--- src/rtl/add_share_pkg.sv ---
// Shared types and the round-robin search function for the add_share_arb slice.
// Build option: ADD_SHARE_COUT_EN (registered carry-out port on add_share_arb).
package add_share_pkg;

  localparam int ADD_W   = 16;
  localparam int MAX_REQ = 8;

  typedef logic [ADD_W-1:0] add_word_t;

  typedef struct packed {
    logic       found;
    logic [2:0] idx;
  } rr_pick_t;

  // First valid index at or above ptr, searching cyclically over nreq requesters.
  function automatic rr_pick_t rr_pick(input logic [MAX_REQ-1:0] valid,
                                       input logic [2:0]         ptr,
                                       input int                 nreq);
    rr_pick_t r;
    int       j;
    r = '0;
    for (int k = 0; k < MAX_REQ; k++) begin
      if (k < nreq) begin
        j = int'(ptr) + k;
        if (j >= nreq) j = j - nreq;
        if (!r.found && valid[3'(j)]) begin
          r.found = 1'b1;
          r.idx   = 3'(j);
        end
      end
    end
    return r;
  endfunction

endpackage

--- src/rtl/add.sv ---
// 16-bit Brent-Kung parallel-prefix adder (up-sweep then down-sweep carry tree).
module add
  import add_share_pkg::*;
(
  input  add_word_t a,
  input  add_word_t b,
  input  logic      cin,
  output add_word_t sum
);

  add_word_t w_g;
  add_word_t w_p;
  add_word_t w_prop;

  always_comb begin
    int step;
    int half;
    w_prop = a ^ b;
    w_g    = a & b;
    w_p    = w_prop;
    // Fold the carry-in into bit 0 so the tree yields the carry out of each bit.
    w_g[0] = w_g[0] | (w_p[0] & cin);
    for (int d = 0; d < 4; d++) begin
      step = 2 << d;
      half = 1 << d;
      for (int i = step - 1; i < ADD_W; i += step) begin
        w_g[i] = w_g[i] | (w_p[i] & w_g[i-half]);
        w_p[i] = w_p[i] & w_p[i-half];
      end
    end
    for (int d = 2; d >= 0; d--) begin
      step = 2 << d;
      half = 1 << d;
      for (int i = 3 * half - 1; i < ADD_W; i += step) begin
        w_g[i] = w_g[i] | (w_p[i] & w_g[i-half]);
        w_p[i] = w_p[i] & w_p[i-half];
      end
    end
    sum = w_prop ^ {w_g[ADD_W-2:0], cin};
  end

endmodule

--- src/rtl/add_share_arb_rr_arb.sv ---
// Combinational round-robin arbiter: one-hot grant plus encoded index; pointer is owned by the caller.
module rr_arb
  import add_share_pkg::*;
#(
  parameter  int NREQ = 4,
  localparam int IDW  = $clog2(NREQ)
) (
  input  logic [NREQ-1:0] req_valid,
  input  logic [IDW-1:0]  rr_ptr,
  input  logic            enable,
  output logic [NREQ-1:0] grant,
  output logic [IDW-1:0]  grant_idx
);

  logic [MAX_REQ-1:0] w_valid8;
  logic [2:0]         w_ptr3;
  rr_pick_t           w_pick;

  always_comb begin
    w_valid8               = '0;
    w_valid8[NREQ-1:0]     = req_valid;
    w_ptr3                 = '0;
    w_ptr3[IDW-1:0]        = rr_ptr;
    w_pick                 = rr_pick(w_valid8, w_ptr3, NREQ);
    grant                  = '0;
    grant_idx              = '0;
    // With no grant the index stays 0 so the operand mux parks on requester 0.
    for (int i = 0; i < NREQ; i++) begin
      if (enable && w_pick.found && (w_pick.idx == 3'(i))) begin
        grant[i]  = 1'b1;
        grant_idx = IDW'(i);
      end
    end
  end

endmodule

--- src/rtl/add_share_arb.sv ---
// Round-robin time-sharing of one 16-bit adder between NREQ requesters, single registered output stage.
// Build option: ADD_SHARE_COUT_EN adds the registered rsp_cout port.
module add_share_arb
  import add_share_pkg::*;
#(
  parameter  int NREQ = 4,
  localparam int IDW  = $clog2(NREQ)
) (
  input  logic                  clk,
  input  logic                  rst,
  input  logic [NREQ-1:0]       req_valid,
  output logic [NREQ-1:0]       req_ready,
  input  logic [ADD_W*NREQ-1:0] req_a,
  input  logic [ADD_W*NREQ-1:0] req_b,
  output logic                  rsp_valid,
  input  logic                  rsp_ready,
  output logic [ADD_W-1:0]      rsp_sum,
  output logic [IDW-1:0]        rsp_id
`ifdef ADD_SHARE_COUT_EN
  ,
  output logic                  rsp_cout
`endif
);

  logic            r_rspValid;
  add_word_t       r_rspSum;
  logic [IDW-1:0]  r_rspId;
  logic [IDW-1:0]  r_rrPtr;

  logic            w_canAcc;
  logic [NREQ-1:0] w_grant;
  logic [IDW-1:0]  w_gIdx;
  logic            w_xfer;
  add_word_t       w_opA;
  add_word_t       w_opB;
  add_word_t       w_sum;

  // Reset blocks acceptance so nothing is handshaken during the reset cycle.
  assign w_canAcc = (~r_rspValid | rsp_ready) & ~rst;

  rr_arb #(.NREQ(NREQ)) u_rr_arb (
    .req_valid (req_valid),
    .rr_ptr    (r_rrPtr),
    .enable    (w_canAcc),
    .grant     (w_grant),
    .grant_idx (w_gIdx)
  );

  assign req_ready = w_grant;
  assign w_xfer    = |w_grant;
  assign w_opA     = req_a[ADD_W*w_gIdx +: ADD_W];
  assign w_opB     = req_b[ADD_W*w_gIdx +: ADD_W];

  add u_add (
    .a   (w_opA),
    .b   (w_opB),
    .cin (1'b0),
    .sum (w_sum)
  );

  always_ff @(posedge clk) begin
    if (rst) begin
      r_rspValid <= 1'b0;
      r_rspSum   <= '0;
      r_rspId    <= '0;
      r_rrPtr    <= '0;
    end else if (w_xfer) begin
      r_rspValid <= 1'b1;
      r_rspSum   <= w_sum;
      r_rspId    <= w_gIdx;
      r_rrPtr    <= (w_gIdx == IDW'(NREQ - 1)) ? '0 : w_gIdx + 1'b1;
    end else if (rsp_ready) begin
      r_rspValid <= 1'b0;
    end
  end

  assign rsp_valid = r_rspValid;
  assign rsp_sum   = r_rspSum;
  assign rsp_id    = r_rspId;

`ifdef ADD_SHARE_COUT_EN
  logic r_rspCout;
  logic w_cout;

  // The adder does not export its carry, so recover it from the operand and sum MSBs.
  assign w_cout = (w_opA[ADD_W-1] & w_opB[ADD_W-1]) |
                  ((w_opA[ADD_W-1] ^ w_opB[ADD_W-1]) & ~w_sum[ADD_W-1]);

  always_ff @(posedge clk) begin
    if (rst) begin
      r_rspCout <= 1'b0;
    end else if (w_xfer) begin
      r_rspCout <= w_cout;
    end
  end

  assign rsp_cout = r_rspCout;
`endif

endmodule

--- config.mk ---
export PLATFORM = sky130hd
export DESIGN_NAME = add_share_arb
export DESIGN_NICKNAME = d
export VERILOG_FILES = /design/src/rtl/add_share_pkg.sv /design/src/rtl/add.sv /design/src/rtl/add_share_arb_rr_arb.sv /design/src/rtl/add_share_arb.sv
export SDC_FILE = /design/constraint.sdc
export NUM_CORES = 1
export LEC_CHECK = 0
export ABC_AREA = 1
export BUFFER_PORTS_ARGS = -buffer_cell sky130_fd_sc_hd__buf_2
export CAP_MARGIN = 20
export CORE_MARGIN = 2
export CORE_UTILIZATION = 42
export CTS_CLUSTER_SIZE = 10
export DETAILED_ROUTE_END_ITERATION = 6
export HOLD_SLACK_MARGIN = 0.03
export PLACE_DENSITY = 0.77
export SYNTH_ARGS = -nofsm -noshare
export SYNTH_HDL_FRONTEND = slang
export SYNTH_SLANG_ARGS = --single-unit
--- constraint.sdc ---
create_clock -name clk -period 7.1 [get_ports clk]
set_clock_uncertainty 0.1 [all_clocks]
set_input_delay 0 -clock clk [delete_from_list [all_inputs] [get_ports clk]]
set_output_delay 0 -clock clk [all_outputs]
set_load 0.05 [all_outputs]
# == Word-level counts from Yosys, hierarchy flattened ==
# Cells that the tools add are included.
# totals
inputBits,135
ff_bits,21
elab_cells,129
# op_classes
order_cmp,8
shifts,2
muxes,30
reduce_logical,14
bitwise,59
n_eq_ne,4
addsub,8
# ops
operator,count
variable part select 64 x 7 -> 16 bit,2
"greater-or-equal comparator 32 x 4 -> 1 bit, second input constant",3
XOR 16 bit,2
bitwise AND 1 bit,31
bitwise OR 1 bit,23
"< comparator 3 x 5 -> 1 bit, second input constant",4
two-way mux 4 bit,4
bitwise AND 15 bit,1
two-way mux 1 bit,15
binary-select mux 1 bit (select 3 bit),4
two-way mux 3 bit,4
"subtractor 3 bit, second input constant",3
logical AND 1 bit,8
"adder 2 x 2 -> 3 bit, second input constant",2
"equality test 3 x 2 -> 1 bit, second input constant",2
two-way mux 2 bit,3
OR reduction 4 bit,1
"adder 2 x 1 -> 3 bit, second input constant",1
"equality test 3 x 1 -> 1 bit, second input constant",1
"greater-or-equal comparator 2 x 3 -> 1 bit, second input constant",1
zero test 1 bit,3
zero test 3 bit,1
"subtractor 2 x 3 -> 3 bit, second input constant",1
"adder 2 x 1 -> 2 bit, second input constant",1
other kinds (3),4

# == Longest topological paths before layout ==
# depth
word_depth,35
ltp_mapped,32
ltp_nobuf,30

# == Hierarchy ==
# Synthesis repeated with hierarchy kept, for this count alone.
# hier_totals
cells_unflattened,544
hier_area_um2,3220.6
# by_module_without_submodules
mod,cells_per_inst,area_each_um2,instances
add_share_arb,388,2139.6,1
add,77,635.6,1
rr_arb,79,445.4,1

# == Worst setup path before layout ==
# OpenSTA, ideal clock, no wires.
# synth_timing
kind,reg2reg
startpoint,register r_rrPtr[0]
endpoint,"register r_rspSum[15], in the netlist rsp_sum[15]"
stages_incl_launch_ff,33
synth_period_minus_slack_ps,4594
path_slack_ps,2506
required_ps,6874
arrival_ps,4368
path_buffers,3
cell_sequence,dfxtp_1 buf_6 inv_6 ha_1 inv_1 nand2_1 nand2_1 nor2_4 nand2_4 nor2_8 nor2_8 nand2_4 buf_4 buf_2 a22oi_1 o22ai_1 ha_1 fa_1 nand3_1 nand2_1 a221oi_1 o21ai_0 nand3_1 nand2_1 inv_1 nor2_1 a211oi_1 fa_1 inv_1 nand3_1 nand3_1 nand2_1 a21oi_2
# synth_via
elab_chain_len,35
# synth_lines
element,line,text
from (decl),add_share_arb.sv:28,logic [IDW-1:0] r_rrPtr;
from (signal assigned),add_share_arb.sv:71,r_rrPtr <= (w_gIdx == IDW'(NREQ - 1)) ? '0 : w_gIdx + 1'b1;
"parallel branches: the longest is 14 deep, another holds greater-or-equal comparator 32 x 4 -> 1 bit",--,
two-way mux 4 bit *,add_share_pkg.sv:26,if (!r.found && valid[3'(j)]) begin
equality test 3 x 1 -> 1 bit / logical AND 1 bit (equally long branches),add_share_arb_rr_arb.sv:29,if (enable && w_pick.found && (w_pick.idx == 3'(i))) begin
logical AND 1 bit,add_share_arb_rr_arb.sv:29,
two-way mux 1 bit,add_share_arb_rr_arb.sv:29,
two-way mux 2 bit (2 in a row),add_share_arb_rr_arb.sv:29,
"variable part select 64 x 7 -> 16 bit, on equally long branches","add_share_arb.sv:51, add_share_arb.sv:52",
XOR 16 bit / bitwise AND 15 bit (equally long branches),"add.sv:18, add.sv:19",
(+5 left out),--,
bitwise OR 1 bit,add.sv:27,w_g[i] = w_g[i] | (w_p[i] & w_g[i-half]);
bitwise AND 1 bit,add.sv:35,w_g[i] = w_g[i] | (w_p[i] & w_g[i-half]);
bitwise OR 1 bit,add.sv:35,
bitwise AND 1 bit,add.sv:35,
bitwise OR 1 bit,add.sv:35,
bitwise AND 1 bit,add.sv:35,
bitwise OR 1 bit,add.sv:35,
XOR 16 bit,add.sv:39,"sum = w_prop ^ {w_g[ADD_W-2:0], cin};"
to (signal assigned),add_share_arb.sv:69,r_rspSum <= w_sum;
to (decl),add_share_arb.sv:26,add_word_t r_rspSum;
# Every way passes the cells marked *. The select of a mux whose other input is x is not followed.
# A chain may end at the register's enable or synchronous reset.

# == Worst setup path after layout ==
# Same ends and word-level chain as after synthesis.

==> results.env <==
OUTCOME='complete, no violations'
TOTAL_ROUTING_USAGE_GR_PCT=22.74
DETAIL_ROUTE.ITER0.VIOLATIONS=191
POSTPLACECELLAREA_MM2=0.003486
DRT-TOTAL-WL_MM=8.428
CTSRESIZECOUNT=0
COMBINATIONAL_FAMILY_WITH_THE_MOST_AREA_AFTER_SYNTHESIS='simple AND/OR/NAND/NOR gates'
COMB_POWER_SHARE_PCT=88.6
SEQ_POWER_SHARE_PCT=8.2
POST_SYNTH.CELL_AREA_AVG_UM2=6.542
GLOBALROUTE.TOTALOVERFLOW=0
TIGHTEST_SLEW_NS=0.6291
SYNTH_COMPOUND_GATE_AREA_SHARE_PCT=26.50
INTERNAL-POWER_uW=951.1
FLOORPLAN.ROWS=29
WORST_SETUP_PATH_START_KIND='flop'
COREAREA_MM2=0.006350
DRIVE_ABOVE_1_SHARE_PCT=35.30
YOSYS-TOP-CELLS-AREA='dfxtp_1, nand2_1, ha_1, fa_1, nor2_1'
TOP_LEVEL_PORTS=158
SYNTH_CELL_TYPE_COUNT=48
POST-ROUTE-UTIL_PCT=55.78
FINAL_ANTENNA_NET_COUNT=0
POWER.CLOCK.FRACTION_PCT=3.2
NUMBER_OF_BUFFERS_ADDED_TO_FIX_HOLD_VIOLATIONS_AFTER_CTS=1
TIMING.FINAL.HOLD_VIOLATIONS=0
PARITY_GATE_SHARE_OF_THE_SYNTHESIZED_AREA_COUNTING_XOR_AND_XNOR_CELLS_PCT=1.913
DRTPASS1ITERATIONS=5
CELL_COUNT_POST_PLACEMENT=630
INITIAL_UTILIZATION_PCT=43.27
CRIT_PATH_MAX_INCR_DELAY_NS=0.58
POWER_SWITCHING_SHARE_PCT=59.44
DIE_X_UM=84.88
FINALINSTANCEAREA_MM2=0.003542
CLKLATENCYLATEPIN_NS=0.25
CRIT_FANOUT=66
MAPPEDNETLISTNETS=579
SYN_TO_FINAL_GROWTH_PCT=28.92
DIE-AREA_MM2=0.007205
MAX-CAP-VIOLATIONS=0
CTS_HTREE_LEVELS=1
GRT_START_MAX_NET_PINS=67
CRITPATHARRIVALTIME_NS=6.15
TOTAL_SWITCHING_POWER_mW=1.394
IR_DROP_mV=0.3696
POST-CTS-SETUP-BUFFER-COUNT=0
ANTENNA-DIODE-COUNT=0
IO_BUFFERS=157
POST-ROUTE-PERIOD-UTIL_PCT=86.08
FINALMAXSLEWVIOLATIONS=0
POWER.DENSITY_mW_PER_MM2=662.1
ADDER_CELL_SHARE_OF_THE_SYNTHESIZED_AREA_PCT=13.11
ROUTED-VIA-COUNT=3362
WORST_SETUP_PATH_END_KIND='flop'
POST_SYNTH_INSTANCE_AREA_MM2=0.002748
YOSYS_WARNINGS=0
FINALNETCOUNT=718
CLKSINKCOUNT=21
YS_ASYNC_SR_FRACTION_PCT=0
GRT_PASS1_WL_MM=13.69
POST-SYNTH-TOP-AREA-FRACTION_PCT=15.30
P_LEAK_nW=1.909
SETUP_TNS_NS=0
TIMING.SETUP.CRITICAL_PATH_CLASS='flop to flop'
WORST_HOLD_PATH_TYPE='primary input to flop'
SYNTH_AREA_IN_SIMPLE_GATES_PCT=32.10
CPMAXSTAGEDELAYCELL='dfxtp_1'
RSZ0062_AT_GRT='false'
ROOT_BUFFER='clkbuf_8'
VIAS_PER_CELL=5.294
DIE_HEIGHT_UM=84.88
PATH_CLK_SLEW_NS=0.07
DP_HPWL_MM=6.978
GRT_ANTENNA_BEFORE_REPAIR=0
CLOCK_TREE.BUFFER_DEPTH=2
NETLIST_INSTANCES=420
SLEW_HEADROOM_PCT=58.06
CTS_TREE='done'
DETAIL_ROUTE.DRC_VIOLATIONS=0
SYNTH_SEQ_CELLS=21
LAYOUT_CELLS_EXCL_FILL=635
CLOCK.FMAX_MHz=163.6
SYNTH_MUX_AREA_SHARE_PCT=0
SYNTH_ENABLE_FLOP_CELLS=0
SYNTH_TOP_FLOP_CELL='dfxtp_1'
WORSTPATHREQUIRED_NS=7.14
FIN_HOLD_WS_NS=0.05601
SYNTHDOMINANTAREACELLTYPE='dfxtp_1'
SETUP-VIOLATIONS-FINAL=0
SYNTH.YOSYS.SEQ_AREA_SHARE_PCT=15.30
GP_CONGESTION=0.8570
TIMING.CRITICAL_PATH.MODE_CELL='nand2_1'
NUMBER_OF_CTS_INSERTED_BUFFERS=3
GRT_PASS1_VIAS=3234
ROUTE.DETAILED.WL_PER_INST_UM=13.27
FINAL_PERIOD_MINUS_WORST_SETUP_SLACK_NS=6.112
==> layout make-up <==
class	instances	area [um2]
Inverter	39	152.6
Clock buffer	3	41.29
Tap cell	77	96.34
Clock inverter	1	5.005
Fill cell	628	2808
Multi-Input combinational cell	335	2023
Timing Repair Buffer	159	803.3
Sequential cell	21	420.4
==> path summary, 6_finish.rpt <==
path	startpoint	endpoint	slack, ns	cells after the start
worst max-delay path	r_rrPtr[0]	rsp_sum[15]	0.99	31
worst min-delay path	rst	rsp_sum[0]	0.06	2
worst max register to register	r_rrPtr[0]	rsp_sum[15]	0.99	31
worst min register to register	rsp_sum[5]	rsp_sum[5]	0.36	2
==> power by group through the flow <==
stage	clock, mW	sequential (mW)	combinational, mW
finish	0.0750	0.192	2.08
global route	0.0837	0.197	2.35
CTS	0.0766	0.192	2.09
detailed placement	0	0.194	2.08
global placement	0	0.194	2.04
floorplan	0	0.294	1.58
==> cell families after synthesis <==
logic type | count (synthesis)
buf+inv | 64
xor+xnor | 6
compound gates | 115
fa+ha+maj | 24
flops | 21
simple gates | 190
==> synth_stat cells (3+ instances only) <==
library cell	number
nand2_1	99
nor2_1	42
inv_1	30
o21ai_0	29
a21oi_1	26
nand3_1	23
dfxtp_1	21
o22ai_1	20
ha_1	16
a22oi_1	13
buf_2	12
fa_1	8
inv_2	7
nand2_2	7
a32o_1	5
buf_6	4
clkbuf_1	4
nand2_4	4
o21ai_1	4
xor2_1	4
buf_4	3
o21bai_1	3
==> worst max-delay path: cells and delay by family, from the launching register on <==
kind	cells	cell delay [ns]
adders and majority gates	4	1.32
DFF	1	0.58
buffers and inverters	6	1.03
and+or+nand+nor	15	1.67
AOI/OAI and AO/OA	6	1.26
==> state kept, by name, indices dropped and copies added, names as in the netlist <==
signal and cells:
r_rrPtr 2, rsp_id 2, rsp_sum 16, rsp_valid 1
==> per-layer routing <==
layer | GRT usage, % | routed length (um) | up-vias
li1 | - | - | 1707
met1 | 27.33 | 3369 | 1502
met3 | 2.821 | 592 | 19
met2 | 42.38 | 4304 | 134
met4 | 6.349 | 161 | 0
met5 | 0 | 0 | -
==> per-stage QoR <==
step                      total power [mW]  setup WS [ns]
after floorplan                      1.870          2.506
after global placement               2.235          1.241
after detailed placement             2.275          1.035
after CTS                            2.358          1.020
after global routing                 2.632         0.3920
final                                2.345         0.9881
==> cell usage in the layout, fill, tap and decap left out, types with 7 or more instances in the layout <==
| cell type | count |
|---|---|
| inv_1 | 30 |
| dfxtp_1 | 21 |
| ha_1 | 16 |
| a21oi_1 | 26 |
| o22ai_1 | 20 |
| o21ai_0 | 29 |
| fa_1 | 8 |
| nor2_1 | 42 |
| buf_2 | 157 |
| nand2_2 | 7 |
| nand2_1 | 99 |
| a22oi_1 | 13 |
| nand3_1 | 23 |
| inv_2 | 7 |
(Power assumes the default switching activity.)
